$ cat config.mk
export PLATFORM = sky130hd
export DESIGN_NAME = alu_arbiter
export DESIGN_NICKNAME = d
export VERILOG_FILES = /design/src/rtl/alu_pkg.sv /design/src/rtl/alu.sv /design/src/rtl/alu_arbiter_rr_arb2.sv /design/src/rtl/alu_arbiter.sv
export SDC_FILE = /design/constraint.sdc
export NUM_CORES = 1
export LEC_CHECK = 0
export BUFFER_PORTS_ARGS = -buffer_cell sky130_fd_sc_hd__clkbuf_2
export CAP_MARGIN = 15
export CORE_MARGIN = 10
export CORE_UTILIZATION = 55
export DETAILED_ROUTE_END_ITERATION = 7
export GPL_TIMING_DRIVEN = 1
export PLACE_DENSITY = 0.77
export SLEW_MARGIN = 20
export SYNTH_ARGS = -nofsm -noshare
export SYNTH_HDL_FRONTEND = slang
export SYNTH_SLANG_ARGS = --single-unit
export TNS_END_PERCENT = 30
$ cat constraint.sdc
create_clock -name clk -period 6.23 [get_ports clk]
set_clock_uncertainty 0.05 [all_clocks]
set_input_delay 0.3115 -clock clk [delete_from_list [all_inputs] [get_ports clk]]
set_output_delay 0.3115 -clock clk [all_outputs]
set_load 0.005 [all_outputs]
$ cat src/rtl/alu_pkg.sv
// Shared ALU definitions: op-code map, arbiter state encoding and op classification helper.
package alu_pkg;

  localparam int unsigned ALU_W    = 32;
  localparam int unsigned ALU_OP_W = 4;

  localparam logic [ALU_OP_W-1:0] ALU_ADD  = 4'd0;
  localparam logic [ALU_OP_W-1:0] ALU_SUB  = 4'd1;
  localparam logic [ALU_OP_W-1:0] ALU_NOT  = 4'd2;
  localparam logic [ALU_OP_W-1:0] ALU_AND  = 4'd3;
  localparam logic [ALU_OP_W-1:0] ALU_OR   = 4'd4;
  localparam logic [ALU_OP_W-1:0] ALU_XOR  = 4'd5;
  localparam logic [ALU_OP_W-1:0] ALU_SLT  = 4'd6;
  localparam logic [ALU_OP_W-1:0] ALU_SLTU = 4'd7;
  localparam logic [ALU_OP_W-1:0] ALU_SLL  = 4'd8;
  localparam logic [ALU_OP_W-1:0] ALU_SRL  = 4'd9;
  localparam logic [ALU_OP_W-1:0] ALU_SRA  = 4'd10;
  localparam logic [ALU_OP_W-1:0] ALU_EQ   = 4'd11;

  typedef enum logic [1:0] {
    IDLE = 2'd0,
    EXEC = 2'd1,
    RESP = 2'd2
  } arb_state_e;

  // Codes 1100-1111 are reserved and produce an error response.
  function automatic logic op_reserved(input logic [ALU_OP_W-1:0] op);
    return (op[3:2] == 2'b11);
  endfunction

endpackage

$ cat src/rtl/alu.sv
// 32-bit combinational ALU; all outputs are held at zero while alu_enable_i is low.
module alu
  import alu_pkg::*;
(
  input  logic                alu_enable_i,
  input  logic [ALU_W-1:0]    r1_i,
  input  logic [ALU_W-1:0]    r2_i,
  input  logic [ALU_OP_W-1:0] op_i,
  output logic [ALU_W-1:0]    sum_o,
  output logic                overflow_o
);

  logic [4:0]       shamt;
  logic [ALU_W-1:0] add_res;
  logic [ALU_W-1:0] sub_res;

  assign shamt   = r2_i[4:0];
  assign add_res = r1_i + r2_i;
  assign sub_res = r1_i - r2_i;

  always_comb begin
    sum_o      = '0;
    overflow_o = 1'b0;
    if (alu_enable_i) begin
      case (op_i)
        ALU_ADD: begin
          sum_o      = add_res;
          // Signed overflow: operands agree in sign but the result does not.
          overflow_o = (r1_i[31] == r2_i[31]) && (add_res[31] != r1_i[31]);
        end
        ALU_SUB: begin
          sum_o      = sub_res;
          overflow_o = (r1_i[31] != r2_i[31]) && (sub_res[31] != r1_i[31]);
        end
        ALU_NOT:  sum_o = ~r1_i;
        ALU_AND:  sum_o = r1_i & r2_i;
        ALU_OR:   sum_o = r1_i | r2_i;
        ALU_XOR:  sum_o = r1_i ^ r2_i;
        ALU_SLT:  sum_o = {31'd0, ($signed(r1_i) < $signed(r2_i))};
        ALU_SLTU: sum_o = {31'd0, (r1_i < r2_i)};
        ALU_SLL:  sum_o = r1_i << shamt;
        ALU_SRL:  sum_o = r1_i >> shamt;
        ALU_SRA:  sum_o = $signed(r1_i) >>> shamt;
        ALU_EQ:   sum_o = {31'd0, (r1_i == r2_i)};
        default: begin
          sum_o      = '0;
          overflow_o = 1'b0;
        end
      endcase
    end
  end

endmodule

$ cat src/rtl/alu_arbiter_rr_arb2.sv
// Two-way round-robin grant: a lone requester wins, a tie goes to the one not served last.
module rr_arb2 (
  input  logic valid0_i,
  input  logic valid1_i,
  input  logic rr_last_i,
  output logic gnt_o,
  output logic any_o
);

  always_comb begin
    any_o = valid0_i | valid1_i;
    if (valid0_i && !valid1_i) begin
      gnt_o = 1'b0;
    end else if (valid1_i && !valid0_i) begin
      gnt_o = 1'b1;
    end else begin
      gnt_o = ~rr_last_i;
    end
  end

endmodule

$ cat src/rtl/alu_arbiter.sv
// Shares one ALU between two requesters: accept, execute for one cycle, hold the result
// on the owner's response channel until it is consumed.
module alu_arbiter
  import alu_pkg::*;
#(
  parameter int unsigned W       = 32,
  parameter int unsigned OP_W    = 4,
  parameter bit          RR_INIT = 1'b0
) (
  input  logic            clk,
  input  logic            rst_n,
  input  logic            req_valid_0,
  input  logic            req_valid_1,
  output logic            req_ready_0,
  output logic            req_ready_1,
  input  logic [W-1:0]    req_r1_0,
  input  logic [W-1:0]    req_r1_1,
  input  logic [W-1:0]    req_r2_0,
  input  logic [W-1:0]    req_r2_1,
  input  logic [OP_W-1:0] req_op_0,
  input  logic [OP_W-1:0] req_op_1,
  output logic            resp_valid_0,
  output logic            resp_valid_1,
  input  logic            resp_ready_0,
  input  logic            resp_ready_1,
  output logic [W-1:0]    resp_sum,
  output logic            resp_overflow,
  output logic            resp_err,
  output logic            busy
);

  arb_state_e      state_q, state_d;
  logic [W-1:0]    r1_q, r1_d;
  logic [W-1:0]    r2_q, r2_d;
  logic [OP_W-1:0] op_q, op_d;
  logic            owner_q;
  logic            rr_last_q;
  logic [W-1:0]    sum_q;
  logic            ovf_q;
  logic            err_q;

  logic            gnt;
  logic            any_valid;
  logic            accept;
  logic            alu_en;
  logic [W-1:0]    alu_sum;
  logic            alu_ovf;
  logic            owner_ready;

  rr_arb2 u_rr_arb2 (
    .valid0_i  (req_valid_0),
    .valid1_i  (req_valid_1),
    .rr_last_i (rr_last_q),
    .gnt_o     (gnt),
    .any_o     (any_valid)
  );

  alu u_alu (
    .alu_enable_i (alu_en),
    .r1_i         (r1_q),
    .r2_i         (r2_q),
    .op_i         (op_q),
    .sum_o        (alu_sum),
    .overflow_o   (alu_ovf)
  );

  assign owner_ready = owner_q ? resp_ready_1 : resp_ready_0;
  assign r1_d        = gnt ? req_r1_1 : req_r1_0;
  assign r2_d        = gnt ? req_r2_1 : req_r2_0;
  assign op_d        = gnt ? req_op_1 : req_op_0;

  always_comb begin
    state_d      = state_q;
    accept       = 1'b0;
    req_ready_0  = 1'b0;
    req_ready_1  = 1'b0;
    resp_valid_0 = 1'b0;
    resp_valid_1 = 1'b0;
    alu_en       = 1'b0;
    case (state_q)
      IDLE: begin
        // Ready is gated by rst_n so no handshake is offered while held in reset.
        if (any_valid && rst_n) begin
          accept      = 1'b1;
          req_ready_0 = ~gnt;
          req_ready_1 = gnt;
          state_d     = EXEC;
        end
      end
      EXEC: begin
        alu_en  = 1'b1;
        state_d = RESP;
      end
      RESP: begin
        resp_valid_0 = ~owner_q;
        resp_valid_1 = owner_q;
        if (owner_ready) begin
          state_d = IDLE;
        end
      end
      default: state_d = IDLE;
    endcase
  end

  always_ff @(posedge clk or negedge rst_n) begin
    if (!rst_n) begin
      state_q   <= IDLE;
      rr_last_q <= ~RR_INIT;
      owner_q   <= 1'b0;
      r1_q      <= '0;
      r2_q      <= '0;
      op_q      <= '0;
      sum_q     <= '0;
      ovf_q     <= 1'b0;
      err_q     <= 1'b0;
    end else begin
      state_q <= state_d;
      if (accept) begin
        r1_q      <= r1_d;
        r2_q      <= r2_d;
        op_q      <= op_d;
        owner_q   <= gnt;
        rr_last_q <= gnt;
      end
      if (state_q == EXEC) begin
        sum_q <= alu_sum;
        ovf_q <= alu_ovf;
        err_q <= op_reserved(op_q);
      end
    end
  end

  assign resp_sum      = sum_q;
  assign resp_overflow = ovf_q;
  assign resp_err      = err_q;
  assign busy          = (state_q != IDLE);

endmodule

==> flow_summary.yaml <==
global_route:
  antenna_found_initial: 2
  grt_pass1_vias: 14300
  track_usage: 0.349
  grt_pass1_wl_mm: 86.2
  grt_max_degree: 141
  grt-ovfl-total: 0
worst_setup_path:
  reg2regPathDepth: 11
  crit_family: "compound AO/OA/AOI/OAI gates"
  max_stage_delay_ns: 0.80
  crit_arrival_ns: 4.68
  rr_startpoint: "r2_q[0]"
  worstPathRequired_ns: 6.37
  r2r_slack_ns: 1.69
  critPathKind: "reg2reg"
  slowest_stage: "dfrtp_4"
  crit_chain: "ha_1, fa_1, a21oi_1, nor2_1, o211ai_1, a21oi_1, a221o_1, a21oi_1, o31ai_1, a2111oi_0, a211oi_1"
  worst-path-buf-inv: 0
  crit_path_end_kind: "flop"
  critPathMaxFanout: 59
  rr_endpoint: "resp_sum[22]"
  crit_path_frequent_cell: "a21oi_1"
  cp-start-kind: "flop"
logic_synthesis:
  netlist_top_cells_area: "dfrtp_1 (19%), mux2i_1 (9.9%), ha_1 (9.4%), o21ai_0 (6.3%), nand2_1 (5.4%)"
  postSynthAreaPerCell_um2: 7.64
  yosys_warnings: 0
  synth_edf_count: 0
  ys.flop_type: "dfrtp_1"
  synth_cell_type_count: 78
  synthCells: 1807
  async_reset_ff_frac: 1.00
  yosysTopAreaCellShare: 0.190
  synthesis.nets: 2055
  synth_seq_area_share: 0.192
  synth_seq_cells: 106
  synth.largest_area_cell: "dfrtp_1"
  syn_area_um2: 13800
clock_tree:
  cts_buffer_depth: 2
  cts_setup_buffers: 0
  cts_root_buffer: "clkbuf_16"
  cts_inserted_buffers: 9
  htree_num_levels: 3
  clk_pin_slew_worst_paths_ns: 0.09
  insertion_delay_ns: 0.37
  cts_tree: "yes"
  clock_sinks: 106
worst_hold_path:
  hold_depth: 3
  holdPathEnd: "r1_q[14]"
  min_path_type: "in2reg"
  worstHoldStart: "req_r1_1[14]"
routing:
  remaining_drc_errors: 2
  vias_per_cell: 6.90
  wl_per_cell_um: 26.3
  dr.first_iter.drc_count: 2213
  vias: 15200
  ant_nets: 0
  wirelength_mm: 57.8
  detail_route.first_pass.iterations: 8
floorplan:
  fp.dieW_um: 178
  fp-row-count: 57
  dieArea_um2: 31800
  start_util: 0.563
  core_um2: 24500
  fp.dieH_um: 178
  pin_count: 181
placed_design:
  place_congestion: 1.06
  dp_hpwl_mm: 43.3
  port_buffers: 180
  pre_cts_ws_ns: 1.93
sta:
  setup_viol: 0
  fin_crit_sh: 0.729
  fin_setup_tns_ns: 0
  min_period_ns: 4.54
  worst_pin_slew_ns: 1.11
  max_freq_mhz: 220
  setup_ws_ns: 1.69
  relSlewSlack: 0.238
  drv_slew: 0
  finalHoldViolations: 0
  rsz0062_at_grt: "false"
job:
  cap_violations: 0
power_and_ir_drop:
  power.leakage_nw: 6.89
  ir_drop_mv: 0.540
  power_density_nw_per_um2: 697
layout:
  nNetsFinal: 2119
  diodes: 0
  area_growth_pct: 9.14
  fillers: 2278
  final_common_cell: "nand2_1"
  drive_above_1_share: 0.173
  seq_area_um2: 2660
  multiInputGateArea_um2: 10100
  layout_common_cells: "nand2_1 (197), clkbuf_2 (179), o21ai_0 (172)"
run_status:
  outcome: "complete, but fails checks"
  violations: "design-rule violations"
worst max path at each step:
| stage | cells after the start | slack, ns | start | to |
|---|---|---|---|---|
| after floorplan | 15 | 2.26 | r2_q[1] | resp_sum[30] |
| after global placement | 12 | 2.02 | r2_q[0] | resp_sum[30] |
| after detailed placement | 11 | 1.93 | r2_q[0] | resp_sum[30] |
| after CTS | 11 | 1.89 | r2_q[0] | resp_sum[22] |
| after global routing | 11 | 1.43 | r2_q[0] | resp_sum[22] |
| final | 11 | 1.69 | r2_q[0] | resp_sum[22] |
cell type report:
type | count | area share
clock inverter | 7 | 0.00623
timing repair buffer | 212 | 0.0761
tap | 324 | 0.0269
clock buffer | 9 | 0.0150
inverter | 103 | 0.0257
sequential | 106 | 0.177
multi-input combinational | 1439 | 0.674
flip-flops by register name, summed over array words and instances, names as in the netlist:
name           count
r1_q              32
r2_q              32
resp_sum          32
owner_q            1
rr_last_q          1
resp_overflow      1
op_q               4
state_q            2
resp_err           1
metrics by stage:
stage | cell area [um^2] | hold slack, ns | utilization | power (W) | std cells
after floorplan | 13800 | -0.0341 | - | 0.00707 | 1807
after global placement | 14700 | 0.181 | 0.600 | 0.00939 | 2183
after detailed placement | 14700 | 0.181 | 0.600 | 0.00947 | 2183
after CTS | 15100 | 0.172 | 0.614 | 0.0101 | 2200
after global routing | 15100 | 0.187 | 0.614 | 0.0111 | 2200
final | 15100 | 0.167 | 0.614 | 0.0105 | 2200
power breakdown:
| group | internal, W | switching [W] | total [W] |
|---|---|---|---|
| clock network | 0.000293 | 0.000333 | 0.000626 |
| registers | 0.000989 | 0.000686 | 0.00167 |
| logic | 0.00293 | 0.00526 | 0.00819 |
| total | 0.00422 | 0.00628 | 0.0105 |
cells by family (layout without fill, tap and decap cells):
family                     after synthesis  after routing  synth area share
and+or+nand+nor                        507            507             0.166
DFF                                    106            106             0.192
adders and majority gates              106            106            0.0972
buffers and inverters                  262            331            0.0761
AOI/OAI and AO/OA                      615            615             0.286
muxes                                  200            200             0.175
xor gates and xnor gates                11             11           0.00698
routing by layer:
metal / vias up / global-route usage / wire (um)
li1: 6746 / - / -
met1: 7138 / 0.448 / 22600
met2: 1083 / 0.516 / 24600
met3: 215 / 0.118 / 7470
met4: 4 / 0.168 / 3150
met5: - / 0 / 14
cells in the mapped netlist (6+ instances only):
cell type / n
a2111oi_0: 8
a211o_1: 8
a211oi_1: 27
a21o_1: 20
a21oi_1: 143
a221o_1: 10
a221oi_1: 14
a22o_1: 9
a22oi_1: 17
a31oi_1: 22
a41oi_1: 6
and2_1: 8
and3_1: 19
buf_1: 22
buf_2: 14
clkbuf_1: 114
dfrtp_1: 105
ha_1: 104
inv_1: 100
mux2_2: 33
mux2i_1: 136
mux4_2: 30
nand2_1: 198
nand2b_1: 12
nand3_1: 34
nand4_1: 7
nor2_1: 138
nor2b_1: 16
nor3_1: 30
nor4_1: 16
o211ai_1: 21
o21a_1: 7
o21ai_0: 173
o21bai_1: 17
o221ai_1: 17
o22ai_1: 27
o311a_1: 6
o31ai_1: 16
or2_2: 6
or3_1: 6
xnor2_1: 10
worst reg2reg max path: stages (launching register included):
cell,delay [ns]
dfrtp_4,0.80
ha_1,0.43
fa_1,0.42
a21oi_1,0.19
nor2_1,0.08
o211ai_1,0.27
a21oi_1,0.22
a221o_1,0.43
a21oi_1,0.46
o31ai_1,0.30
a2111oi_0,0.61
a211oi_1,0.11
repair_timing:
action / CTS / global route
resized for setup: 0 / 0
endpoints found under the hold margin: 17 / 0
hold buffers: 1 / 0
Power figures use the tool's default switching activity.
